`config.mk`:
```
export PLATFORM = sky130hd
export DESIGN_NAME = regfile_scoreboard_flat
export DESIGN_NICKNAME = d
export VERILOG_FILES = /design/src/rtl/regfile_scoreboard_if.sv /design/src/rtl/regfile_scoreboard.sv /design/src/flat_wrapper.sv
export SDC_FILE = /design/constraint.sdc
export NUM_CORES = 1
export LEC_CHECK = 0
export CORE_AREA = 2 2 126 128
export CTS_BUF_LIST = sky130_fd_sc_hd__clkbuf_8
export CTS_CLUSTER_DIAMETER = 40
export CTS_CLUSTER_SIZE = 10
export DETAILED_ROUTE_END_ITERATION = 8
export DIE_AREA = 0 0 128 130
export GPL_ROUTABILITY_DRIVEN = 0
export GPL_TIMING_DRIVEN = 0
export PLACE_DENSITY = 0.46
export SYNTH_ARGS = -nofsm -noshare
export SYNTH_HDL_FRONTEND = slang
export SYNTH_SLANG_ARGS = --single-unit
export TNS_END_PERCENT = 5
```
`constraint.sdc`:
```
create_clock -name clock -period 1.68 [get_ports clock]
set_input_delay 0.168 -clock clock [delete_from_list [all_inputs] [get_ports clock]]
set_output_delay 0.168 -clock clock [all_outputs]
set_load 0.005 [all_outputs]
```
`src/rtl/regfile_scoreboard_if.sv`:
```
// Decode/writeback-side bundle of the register bank: read ports, issue reservation,
// writeback strobe and scoreboard status.
interface regfile_scoreboard_if #(
   parameter int DATA_W = 16,
   parameter int ADDR_W = 2
);
   logic [ADDR_W-1:0]      rd_addr_a;
   logic [ADDR_W-1:0]      rd_addr_b;
   logic [DATA_W-1:0]      rd_data_a;
   logic [DATA_W-1:0]      rd_data_b;
   logic                   rd_busy_a;
   logic                   rd_busy_b;
   logic                   iss_valid;
   logic [ADDR_W-1:0]      iss_addr;
   logic                   iss_ready;
   logic                   wb_valid;
   logic [ADDR_W-1:0]      wb_addr;
   logic [DATA_W-1:0]      wb_data;
   logic [(1<<ADDR_W)-1:0] busy_vec;
   logic [ADDR_W:0]        pending_cnt;
   logic                   wb_stray;

   modport master (
      output rd_addr_a, rd_addr_b, iss_valid, iss_addr, wb_valid, wb_addr, wb_data,
      input  rd_data_a, rd_data_b, rd_busy_a, rd_busy_b, iss_ready,
             busy_vec, pending_cnt, wb_stray
   );

   modport slave (
      input  rd_addr_a, rd_addr_b, iss_valid, iss_addr, wb_valid, wb_addr, wb_data,
      output rd_data_a, rd_data_b, rd_busy_a, rd_busy_b, iss_ready,
             busy_vec, pending_cnt, wb_stray
   );
endinterface

```
`src/rtl/regfile_scoreboard.sv`:
```
// 2-read/1-write register bank with a per-register busy scoreboard, writeback-to-read
// bypass and an optional hardwired zero register.
module regfile_scoreboard #(
   parameter int DATA_W   = 16,
   parameter int ADDR_W   = 2,
   parameter int ZERO_REG = 0,
   parameter int BYPASS   = 1
) (
   input  logic               clock,
   input  logic               reset,
   regfile_scoreboard_if.slave bus
);
   localparam int NREGS = 1 << ADDR_W;

   logic [DATA_W-1:0] regs [NREGS];
   logic [NREGS-1:0]  busy_q;
   logic              wb_stray_q;

   logic              wb_zero, iss_zero, rd_zero_a, rd_zero_b;
   logic              wb_en, iss_acc, hit_a, hit_b;
   logic [ADDR_W:0]   cnt;

   assign wb_zero   = (ZERO_REG != 0) && (bus.wb_addr   == '0);
   assign iss_zero  = (ZERO_REG != 0) && (bus.iss_addr  == '0);
   assign rd_zero_a = (ZERO_REG != 0) && (bus.rd_addr_a == '0);
   assign rd_zero_b = (ZERO_REG != 0) && (bus.rd_addr_b == '0);

   assign wb_en         = bus.wb_valid && !wb_zero;
   // The zero register is never busy, so this also accepts every issue to it.
   assign bus.iss_ready = !busy_q[bus.iss_addr] || (bus.wb_valid && (bus.wb_addr == bus.iss_addr));
   assign iss_acc       = bus.iss_valid && bus.iss_ready && !iss_zero;

   assign hit_a = (BYPASS != 0) && bus.wb_valid && (bus.wb_addr == bus.rd_addr_a) && !rd_zero_a;
   assign hit_b = (BYPASS != 0) && bus.wb_valid && (bus.wb_addr == bus.rd_addr_b) && !rd_zero_b;

   assign bus.rd_data_a = rd_zero_a ? '0 : (hit_a ? bus.wb_data : regs[bus.rd_addr_a]);
   assign bus.rd_data_b = rd_zero_b ? '0 : (hit_b ? bus.wb_data : regs[bus.rd_addr_b]);
   assign bus.rd_busy_a = busy_q[bus.rd_addr_a] && !hit_a;
   assign bus.rd_busy_b = busy_q[bus.rd_addr_b] && !hit_b;

   // NOTE: the register file itself is reset because a reset bank must read back as zero;
   // storage that only needs valid data after a write would normally be left unreset.
   always_ff @(posedge clock or negedge reset) begin
      if (!reset) begin
         for (int i = 0; i < NREGS; i++) regs[i] <= '0;
         busy_q     <= '0;
         wb_stray_q <= 1'b0;
      end else begin
         // NOTE: state uses non-blocking assignments so every flop samples pre-edge values;
         // the issue set is placed after the writeback clear so the new producer wins.
         if (wb_en) begin
            regs[bus.wb_addr]   <= bus.wb_data;
            busy_q[bus.wb_addr] <= 1'b0;
            if (!busy_q[bus.wb_addr]) wb_stray_q <= 1'b1;
         end
         if (iss_acc) busy_q[bus.iss_addr] <= 1'b1;
      end
   end

   // NOTE: cnt is cleared before the loop so the combinational block cannot infer a latch.
   always_comb begin
      cnt = '0;
      for (int i = 0; i < NREGS; i++) cnt = cnt + {{ADDR_W{1'b0}}, busy_q[i]};
   end

   assign bus.busy_vec    = busy_q;
   assign bus.pending_cnt = cnt;
   assign bus.wb_stray    = wb_stray_q;
endmodule

```
`src/flat_wrapper.sv`:
```
// flat-port wrapper written by rule: the top's interface ports become plain ports
module regfile_scoreboard_flat 
#(
   parameter int DATA_W   = 16,
   parameter int ADDR_W   = 2,
   parameter int ZERO_REG = 0,
   parameter int BYPASS   = 1
)
  (clock, reset, bus_rd_addr_a, bus_rd_addr_b, bus_iss_valid, bus_iss_addr, bus_wb_valid, bus_wb_addr, bus_wb_data, bus_rd_data_a, bus_rd_data_b, bus_rd_busy_a, bus_rd_busy_b, bus_iss_ready, bus_busy_vec, bus_pending_cnt, bus_wb_stray);
  regfile_scoreboard_if #(.DATA_W(DATA_W), .ADDR_W(ADDR_W)) bus_i ();
  input  logic clock;
  input  logic reset;
  input wire logic [$bits(bus_i.rd_addr_a)-1:0] bus_rd_addr_a;
  input wire logic [$bits(bus_i.rd_addr_b)-1:0] bus_rd_addr_b;
  input wire logic [$bits(bus_i.iss_valid)-1:0] bus_iss_valid;
  input wire logic [$bits(bus_i.iss_addr)-1:0] bus_iss_addr;
  input wire logic [$bits(bus_i.wb_valid)-1:0] bus_wb_valid;
  input wire logic [$bits(bus_i.wb_addr)-1:0] bus_wb_addr;
  input wire logic [$bits(bus_i.wb_data)-1:0] bus_wb_data;
  output wire logic [$bits(bus_i.rd_data_a)-1:0] bus_rd_data_a;
  output wire logic [$bits(bus_i.rd_data_b)-1:0] bus_rd_data_b;
  output wire logic [$bits(bus_i.rd_busy_a)-1:0] bus_rd_busy_a;
  output wire logic [$bits(bus_i.rd_busy_b)-1:0] bus_rd_busy_b;
  output wire logic [$bits(bus_i.iss_ready)-1:0] bus_iss_ready;
  output wire logic [$bits(bus_i.busy_vec)-1:0] bus_busy_vec;
  output wire logic [$bits(bus_i.pending_cnt)-1:0] bus_pending_cnt;
  output wire logic [$bits(bus_i.wb_stray)-1:0] bus_wb_stray;
  assign bus_i.rd_addr_a = bus_rd_addr_a;
  assign bus_i.rd_addr_b = bus_rd_addr_b;
  assign bus_i.iss_valid = bus_iss_valid;
  assign bus_i.iss_addr = bus_iss_addr;
  assign bus_i.wb_valid = bus_wb_valid;
  assign bus_i.wb_addr = bus_wb_addr;
  assign bus_i.wb_data = bus_wb_data;
  assign bus_rd_data_a = bus_i.rd_data_a;
  assign bus_rd_data_b = bus_i.rd_data_b;
  assign bus_rd_busy_a = bus_i.rd_busy_a;
  assign bus_rd_busy_b = bus_i.rd_busy_b;
  assign bus_iss_ready = bus_i.iss_ready;
  assign bus_busy_vec = bus_i.busy_vec;
  assign bus_pending_cnt = bus_i.pending_cnt;
  assign bus_wb_stray = bus_i.wb_stray;
  regfile_scoreboard #(.DATA_W(DATA_W), .ADDR_W(ADDR_W), .ZERO_REG(ZERO_REG), .BYPASS(BYPASS)) u_core (.clock(clock), .reset(reset), .bus(bus_i));
endmodule
```
==> impl_metrics.csv, run 1 <==
group,metric,value,unit
run_status,status,"finished with violations",
run_status,violations,"setup timing",
critical_path,cpPeakStageDelay,0.38,ns
clock_network,clock_sinks,69,
power_and_ir_drop,vdd_drop_max,0.000405,V
timing,hold_viol_final,0,
detailed_routing,viasPerCell,4.90,
detailed_routing,totalWireLength,11200,um
clock_network,root_buffer,"clkbuf_8",
finish,area_growth,30.2,%
clock_network,clk_pin_slew,0.08,ns
floorplan,die_area,0.0166,mm2
detailed_routing,first_iter_violations,123,
timing,fin_skew,0.00795,ns
hold_path,hold_class,"input port to register",
finish,nNetsFinal,393,
detailed_routing,dr.pass1.iters,4,
grt,grt_pass1_vias,2902,
critical_path,critPathLaunchType,"register",
finish,layout_common_cells,"dfrtp_1, mux2_2, mux4_2",
finish,final_common_cell,"dfrtp_1",
power_and_ir_drop,power-per-cell-area,1050,mW/mm2
placement,place_hpwl,6970,um
timing,setup_violations,39,
power_and_ir_drop,leakagePower,2.37,nW
clock_network,cts_buffer_depth,2,
finish,final_layout_size_suffix_gt1_share,64.3,%
finish,finalInstanceArea,0.00551,mm2
clock_network,htree_levels,3,
timing,finalCritPeriodShare,123,%
synthesis,synth.ff_latch_count,69,
synthesis,syn_inst,260,
floorplan,core,0.0154,mm2
critical_path,r2r_slack,-0.39,ns
critical_path,end_kind,"register",
timing,maxSlewHeadroom,58.4,%
critical_path,path_class,"register to register",
synthesis,ys_seq_area_share,40.8,%
critical_path,cp_cell_sequence,"inv_2 -> buf_4 -> buf_4 -> buf_4 -> buf_4 -> buf_4 -> buf_4 -> buf_4 -> buf_4 -> buf_4 -> buf_4 -> buf_4 -> a31oi_4 -> o21ai_1",
critical_path,cp_common_cell,"buf_4",
synthesis,synth_nets,291,
grt,grt_pass1_wl,17300,um
critical_path,rr_worst_depth,14,
critical_path,crit_arrival,2.33,ns
detailed_routing,drtAntennaViolNets,0,
hold_path,min_path_cells,3,
floorplan,initial_core_util,27.4,%
hold_path,min-delay-start,"bus_wb_addr[1]",
critical_path,cp_data_required_time,1.94,ns
placement,place_area,0.00514,mm2
synthesis,synth_area,0.00423,mm2
grt,grtUsageTotal,14.2,%
timing,drv_slew,0,
hold_path,worstHoldEndpoint,"u_core.bus.wb_stray",
synthesis,synth_top_cell_by_area,"dfrtp_1",
finish,n_antenna_cell,0,
timing,worst_pin_slew,0.621,ns
finish,instances_no_fill,559,
critical_path,reg2reg_from,"u_core.bus.busy_vec[3]",
timing,clock.fmax,482,MHz
synthesis,synth_cell_types,28,
detailed_routing,via_count,2739,
timing,worst_slack,-0.394,ns
detailed_routing,drc,0,
synthesis,synth_top_area_share,40.8,%
placement,post-place-cells,517,
synthesis,synth_area_leaders,"dfrtp_1, mux2_2, mux4_2, mux4_1, mux2_4",
detailed_routing,wire_per_inst,20.0,um
floorplan,fp.dieH,130,um
grt,grt_max_degree,48,
grt,grt_antenna_before_repair,0,
floorplan,ios,71,
synthesis,ys_warn_count,0,
timing,rsz0062_at_grt,"true",
clock_network,cts_buffers,9,
clock_network,cts_tree,"yes",
timing,layout_min_cycle_time,2.07,ns
synthesis,syn_avg_cell_area,16.3,um2
floorplan,die_w,128,um
floorplan,core.rowCount,46,
critical_path,cp_slowest_cell,"dfrtp_2",
clock_network,clk_latency,0.36,ns
critical_path,path_max_fanout,2,
placement,port_buffers,64,
finish,n_fill_cell,1524,
flow_run,cap_violations,0,
critical_path,reg2reg_to,"u_core.bus.busy_vec[3]",
grt,grt-ovfl-total,0,
[state kept, by name, indices dropped and copies added, names as in the netlist]
register,flops
u_core.regs,64
u_core.bus.wb_stray,1
u_core.bus.busy_vec,4
[how the worst max path moves through the flow]
stage                           start                     end
2_1_floorplan  u_core.bus.busy_vec[0]      bus_pending_cnt[1]
3_3_place_gp                    reset         u_core.regs[53]
3_5_place_dp             bus_wb_valid        bus_rd_data_a[6]
4_1_cts        u_core.bus.busy_vec[3]      bus_pending_cnt[1]
5_1_grt        u_core.bus.busy_vec[3]      bus_pending_cnt[1]
6_report       u_core.bus.busy_vec[3]  u_core.bus.busy_vec[3]
[cells in the mapped netlist, drive strengths merged]
master / n
xnor2: 6
o31ai: 1
ha: 2
nand2: 5
dfrtp: 69
and2: 2
o21ai: 2
o21bai: 1
buf: 17
fa: 1
mux4: 36
nand3: 5
inv: 7
o22ai: 1
or3b: 1
a31oi: 4
nor3: 1
nand3b: 3
mux2: 96
[metal layers]
metal	track usage, %	vias to the layer above	part of all wire, %
met2	23.9	78	50
li1	-	1217	-
met1	18.0	1434	44
met3	4.14	10	5.2
met4	3.68	0	1.1
met5	0	-	0
[through the flow]
| step | hold WS, ns | utilization, % | TNS (ns) | setup WS, ns | total power [mW] |
|---|---|---|---|---|---|
| 2_1_floorplan | -0.128 | - | 0 | 0.0304 | 3.32 |
| 3_3_place_gp | 0.461 | 33.1 | -177.91 | -2.13 | 4.20 |
| 3_5_place_dp | 0.0984 | 33.3 | -31.64 | -0.749 | 4.25 |
| 4_1_cts | 0.204 | 36.0 | -8.98 | -0.408 | 5.87 |
| 5_1_grt | 0.219 | 35.7 | -8.84 | -0.448 | 6.18 |
| 6_report | 0.222 | 35.7 | -6.35 | -0.394 | 5.81 |
[cell type report]
class,instances,area (um2),share of cell area [%]
tap,192,240,4.36
clock inverter,7,66.3,1.20
inverter,7,26.3,0.477
timing repair buffer,91,781,14.2
buffer,17,164,2.98
sequential,69,1730,31.4
multi-input combinational,167,2370,43.1
clock buffer,9,124,2.25
[kinds of logic (layout without fill, tap and decap cells)]
kind of cell | count (synthesis) | count (layout) | synth area share, %
AOI/OAI and AO/OA | 9 | 9 | 1.33
xor gates and xnor gates | 6 | 6 | 1.60
adders and majority gates | 3 | 3 | 1.06
buffers and inverters | 24 | 131 | 4.32
DFF | 69 | 69 | 40.8
muxes | 132 | 132 | 47.5
and+or+nand+nor | 17 | 17 | 3.40
[worst max-delay path: cells and delay by family (launching register included)]
kind | cells | cell delay [ns]
buffers and inverters | 12 | 1.41
AOI/OAI and AO/OA | 2 | 0.19
DFF | 1 | 0.38
[repair_timing]
| item | CTS | global route |
|---|---|---|
| hold buffers | 1 | 0 |
| setup endpoints to repair | 47 | 48 |
| setup buffers | 25 | 0 |
| hold endpoints to repair | 22 | 0 |
| pin swaps | 3 | 2 |
| gates resized for setup | 129 | 34 |
[where the power goes]
part,leakage [nW],internal (mW),switching [mW]
clock network,0.0987,0.677,0.674
registers,0.810,1.98,0.230
logic,1.46,1.47,0.769
total,2.37,4.13,1.67
No activity file was read; power rests on OpenSTA's default activity.
==> run 2, diff against run 1 <==
CORE_AREA = 2 2 66 131   (was 2 2 126 128)
DIE_AREA = 0 0 68 133   (was 0 0 128 130)
PLACE_DENSITY = 0.78   (was 0.46)
==> impl_metrics.csv, run 2 (synthesis gave the netlist of run 1 again) <==
group,metric,value,unit
flow_run,cap_violations,0,
detailed_routing,wire_per_inst,20.9,um
critical_path,crit_arrival,1.84,ns
grt,grt_max_degree,70,
finish,nNetsFinal,394,
detailed_routing,totalWireLength,9730,um
timing,hold_viol_final,0,
floorplan,ios,71,
timing,layout_min_cycle_time,2.00,ns
placement,dp_worst_setup_slack,-0.675,ns
critical_path,reg2reg_from,"u_core.bus.busy_vec[3]",
floorplan,fp.dieH,133,um
timing,rsz0062_at_grt,"true",
critical_path,reg2reg_to,"u_core.bus.wb_stray",
power_and_ir_drop,p_total,5.88,mW
run_status,violations,"setup timing",
finish,n_antenna_cell,0,
critical_path,cp_data_required_time,1.51,ns
detailed_routing,via_count,2755,
clock_network,cts_buffer_depth,2,
critical_path,critPathLaunchType,"register",
floorplan,die_w,68,um
timing,worst_pin_slew,0.900,ns
power_and_ir_drop,vdd_drop_max,0.000770,V
detailed_routing,dr.pass1.iters,4,
floorplan,core.rowCount,47,
grt,grt_pass1_vias,3009,
critical_path,critPathLaunch,"u_core.bus.busy_vec[3]",
floorplan,initial_core_util,52.1,%
detailed_routing,viasPerCell,5.91,
finish,finalInstanceArea,0.00534,mm2
timing,clock.fmax,499,MHz
floorplan,die_area,0.00904,mm2
critical_path,path_class,"register to primary output",
detailed_routing,drtAntennaViolNets,0,
grt,grt_pass1_wl,15600,um
clock_network,clk_pin_slew,0.07,ns
placement,port_buffers,64,
timing,hold_slack,0.250,ns
placement,place_hpwl,6090,um
finish,layout_common_cells,"dfrtp_1, mux2_2, mux4_2",
timing,fin_skew,0.00230,ns
finish,largest-register,"u_core.regs",
power_and_ir_drop,power-per-cell-area,1100,mW/mm2
floorplan,core,0.00812,mm2
finish,largest_reg_flops,64,
timing,worst_slack,-0.325,ns
clock_network,clock_sinks,69,
detailed_routing,first_iter_violations,139,
timing,finalCritPeriodShare,119,%
critical_path,critPathCapture,"bus_pending_cnt[1]",
clock_network,clk_latency,0.35,ns
finish,final_layout_size_suffix_gt1_share,65.5,%
finish,fin_util,65.8,%
grt,grt-ovfl-total,0,
clock_network,htree_levels,3,
hold_path,hold_class,"input port to register",
power_and_ir_drop,leakagePower,2.38,nW
grt,grtUsageTotal,23.6,%
critical_path,end_kind,"primary output",
critical_path,rr_worst_depth,4,
timing,setup_violations,38,
critical_path,path_max_fanout,2,
run_status,status,"finished with violations",
clock_network,cts_tree,"yes",
finish,final_common_cell,"dfrtp_1",
clock_network,root_buffer,"clkbuf_8",
detailed_routing,drc,0,
timing,maxSlewHeadroom,40.0,%
placement,place_area,0.00499,mm2
clock_network,cts_buffers,9,
grt,grt_antenna_before_repair,0,
timing,drv_slew,0,
critical_path,r2r_slack,0.32,ns
finish,area_growth,26.3,%
## run 2: changes by cell type in the layout (fill, tap and decap cells not counted), moves of 2 or more
| cell | before | now |
|---|---|---|
| clkinv_2 | 4 | 0 |
| clkbuf_2 | 19 | 27 |
| inv_1 | 4 | 7 |
| buf_2 | 6 | 8 |
| dlygate4sd2_1 | 2 | 0 |
| clkdlybuf4s15_1 | 8 | 1 |
## run 2: final cells by class
type / count / area (um2)
buffer: 17 / 160
clock buffer: 10 / 138
clock inverter: 6 / 80.1
fill: 625 / 2770
inverter: 7 / 26.3
multi-input combinational: 167 / 2360
sequential: 69 / 1730
tap: 98 / 123
timing repair buffer: 92 / 727
## run 2: worst min-delay path by stage
stage                        start                      to  cells past startpoint
2_1_floorplan                reset  u_core.bus.busy_vec[0]                      0
3_3_place_gp   u_core.bus.wb_stray     u_core.bus.wb_stray                      1
5_1_grt             bus_wb_addr[1]     u_core.bus.wb_stray                      3
6_report            bus_wb_addr[1]     u_core.bus.wb_stray                      3
4_1_cts             bus_wb_addr[1]     u_core.bus.wb_stray                      3
3_5_place_dp                 reset         u_core.regs[21]                      1
## run 2: through the flow
| step | TNS [ns] | instances |
|---|---|---|
| after global routing | -6.50 | 466 |
| after CTS | -7.96 | 465 |
| after global placement | -151.59 | 422 |
| final | -4.74 | 466 |
| after floorplan | 0 | 260 |
| after detailed placement | -26.05 | 422 |
## run 2: repair_timing
action,4_1_cts,5_1_grt
pin swaps,0,4
cloned,0,0
setup buffers,26,1
endpoints found under the hold margin,69,0
hold buffers,1,0
resized for setup,125,46
setup endpoints to repair,38,46
## run 2: routing by layer
layer | part of all wire, % | up-vias | global-route usage, % | wire length, um
li1 | - | 1207 | - | -
met1 | 40 | 1441 | 30.1 | 3900
met2 | 53 | 92 | 39.1 | 5180
met3 | 5.2 | 15 | 4.59 | 505
met4 | 1.5 | 0 | 8.44 | 149
met5 | 0 | - | 0 | 0
## run 2: critical path, cell delays in order, from the launching register on
cell and delay (ns):
dfrtp_2 0.39, inv_1 0.07, fa_1 0.49, inv_2 0.05
ha_4 0.15, ha_4 0.26, buf_6 0.08
## run 2: where the power goes
group	switching, mW	internal [mW]	total (mW)	leakage, nW
Sequential	0.235	1.98	2.22	0.810
Combinational	0.744	1.43	2.17	1.45
Clock	0.624	0.863	1.49	0.120
Total	1.60	4.27	5.88	2.38
==> run 3, diff against run 2 <==
ABC_CLOCK_PERIOD_IN_PS = 1680   (was unset)
DONT_BUFFER_PORTS = 1   (was unset)
HOLD_SLACK_MARGIN = 0.12   (was unset)
PLACE_DENSITY = 0.67   (was 0.78)
==> impl_metrics.csv, run 3 (synthesis gave the netlist of run 1 again) <==
group,metric,value,unit
detailed_routing,via_count,2504,
finish,n_fill_cell,649,
critical_path,path_class,"register to primary output",
floorplan,die_w,68,um
timing,finalCritPeriodShare,121,%
floorplan,die_area,0.00904,mm2
finish,largest_reg_flops,64,
floorplan,ios,71,
timing,maxSlewHeadroom,64.7,%
placement,dp_worst_setup_slack,-0.0858,ns
hold_path,hold_class,"input port to async pin",
grt,grtUsageTotal,22.6,%
finish,final_common_cell,"dfrtp_1",
run_status,violations,"hold timing, setup timing",
clock_network,clk_pin_slew,0.08,ns
finish,n_antenna_cell,0,
grt,grt_pass1_wl,14600,um
critical_path,crit_family,"adder cells",
placement,port_buffers,0,
detailed_routing,viasPerCell,6.29,
timing,fin_skew,0.000862,ns
power_and_ir_drop,leakagePower,2.07,nW
finish,area_growth,15.1,%
timing,layout_min_cycle_time,2.03,ns
critical_path,path_max_fanout,6,
detailed_routing,dr.pass1.iters,4,
clock_network,root_buffer,"clkbuf_8",
clock_network,cts_buffer_depth,2,
finish,fin_util,60.0,%
clock_network,cts_buffers,9,
finish,largest-register,"u_core.regs",
clock_network,htree_levels,3,
critical_path,critPathLaunchType,"register",
detailed_routing,wire_per_inst,23.6,um
floorplan,core.rowCount,47,
critical_path,cp_slowest_cell,"fa_1",
clock_network,clk_latency,0.37,ns
critical_path,crit_arrival,1.87,ns
critical_path,critical_path_buf_inv_count,2,
clock_network,clock_sinks,69,
critical_path,cp_cell_sequence,"inv_2 -> fa_1 -> inv_2 -> ha_4 -> ha_4",
timing,hold_slack,-0.513,ns
clock_network,hold_buffers,22,
flow_run,cap_violations,0,
power_and_ir_drop,power-per-cell-area,1120,mW/mm2
timing,clock.fmax,491,MHz
power_and_ir_drop,p_total,5.46,mW
timing,hold_viol_final,69,
floorplan,core,0.00812,mm2
finish,layout_common_cells,"dfrtp_1, mux2_2, mux4_2",
timing,drv_slew,0,
critical_path,end_kind,"primary output",
critical_path,cp_data_required_time,1.51,ns
detailed_routing,drc,0,
detailed_routing,drtAntennaViolNets,0,
detailed_routing,totalWireLength,9380,um
finish,nNetsFinal,326,
grt,grt-ovfl-total,0,
timing,setup_violations,24,
floorplan,initial_core_util,52.1,%
placement,place_hpwl,5880,um
critical_path,cpPeakStageDelay,0.55,ns
run_status,status,"finished with violations",
power_and_ir_drop,vdd_drop_max,0.000713,V
detailed_routing,first_iter_violations,109,
grt,grt_antenna_before_repair,0,
grt,grt_max_degree,70,
timing,worst_pin_slew,0.528,ns
timing,finalSetupTns,-1.01,ns
timing,rsz0062_at_grt,"true",
grt,grt_pass1_vias,2750,
clock_network,cts_tree,"yes",
finish,final_layout_size_suffix_gt1_share,60.3,%
floorplan,fp.dieH,133,um
timing,worst_slack,-0.355,ns
## run 3: changes by cell type in the layout (fill, tap and decap cells not counted), moves of 2 or more
cell and delta:
buf_2 -2, buf_4 -22, buf_6 -12, clkbuf_2 -27, clkdlybuf4s50_1 -25, dlygate4sd3_1 +21, inv_1 -4
## run 3: path summary, 6_finish.rpt
check,start,to,slack (ns),cells after the start
min reg2reg,u_core.bus.wb_stray,u_core.bus.wb_stray,0.51,1
max reg2reg,u_core.bus.busy_vec[1],u_core.bus.busy_vec[1],0.21,4
min,reset,u_core.regs[4],-0.51,0
max in group asynchronous,reset,u_core.regs[42],2.08,0
min in group clock,bus_iss_addr[1],u_core.bus.busy_vec[0],0.20,3
max,u_core.bus.busy_vec[0],bus_pending_cnt[1],-0.35,5
## run 3: final cells by class
cell class / instances / area (um2) / area share [%]
repair buffers: 24 / 235 / 4.83
inverters: 7 / 26.3 / 0.540
flip-flops and latches: 69 / 1730 / 35.6
clock inverters: 7 / 121 / 2.49
multi-input cells: 167 / 2350 / 48.3
clock buffers: 9 / 124 / 2.54
plain buffers: 17 / 156 / 3.21
well taps: 98 / 123 / 2.52
## run 3: layer usage
metal  global-route usage, %  share of wire, %
met5                       0                 0
met4                    11.1               2.7
met3                    5.36               6.0
met2                    35.8                52
met1                    28.2                39
## run 3: power breakdown
group          internal, mW  switching (mW)
clock                 0.992           0.688
combinational         0.999           0.534
sequential             1.98           0.266
total                  3.97            1.49
## run 3: per-stage QoR
step           instance area (um2)  hold WS (ns)  std cells
6_report                      4870        -0.513        398
2_1_floorplan                 4230        -0.128        260
3_3_place_gp                  4350        -0.126        358
3_5_place_dp                  4350        -0.126        358
5_1_grt                       4870        -0.521        398
4_1_cts                       4850        -0.519        397
## run 3: timing repair
action,4_1_cts,5_1_grt
gates resized for setup,28,8
pin swaps,2,2
setup endpoints to repair,31,36
endpoints found under the hold margin,138,69
cloned,0,0
setup buffers,1,1
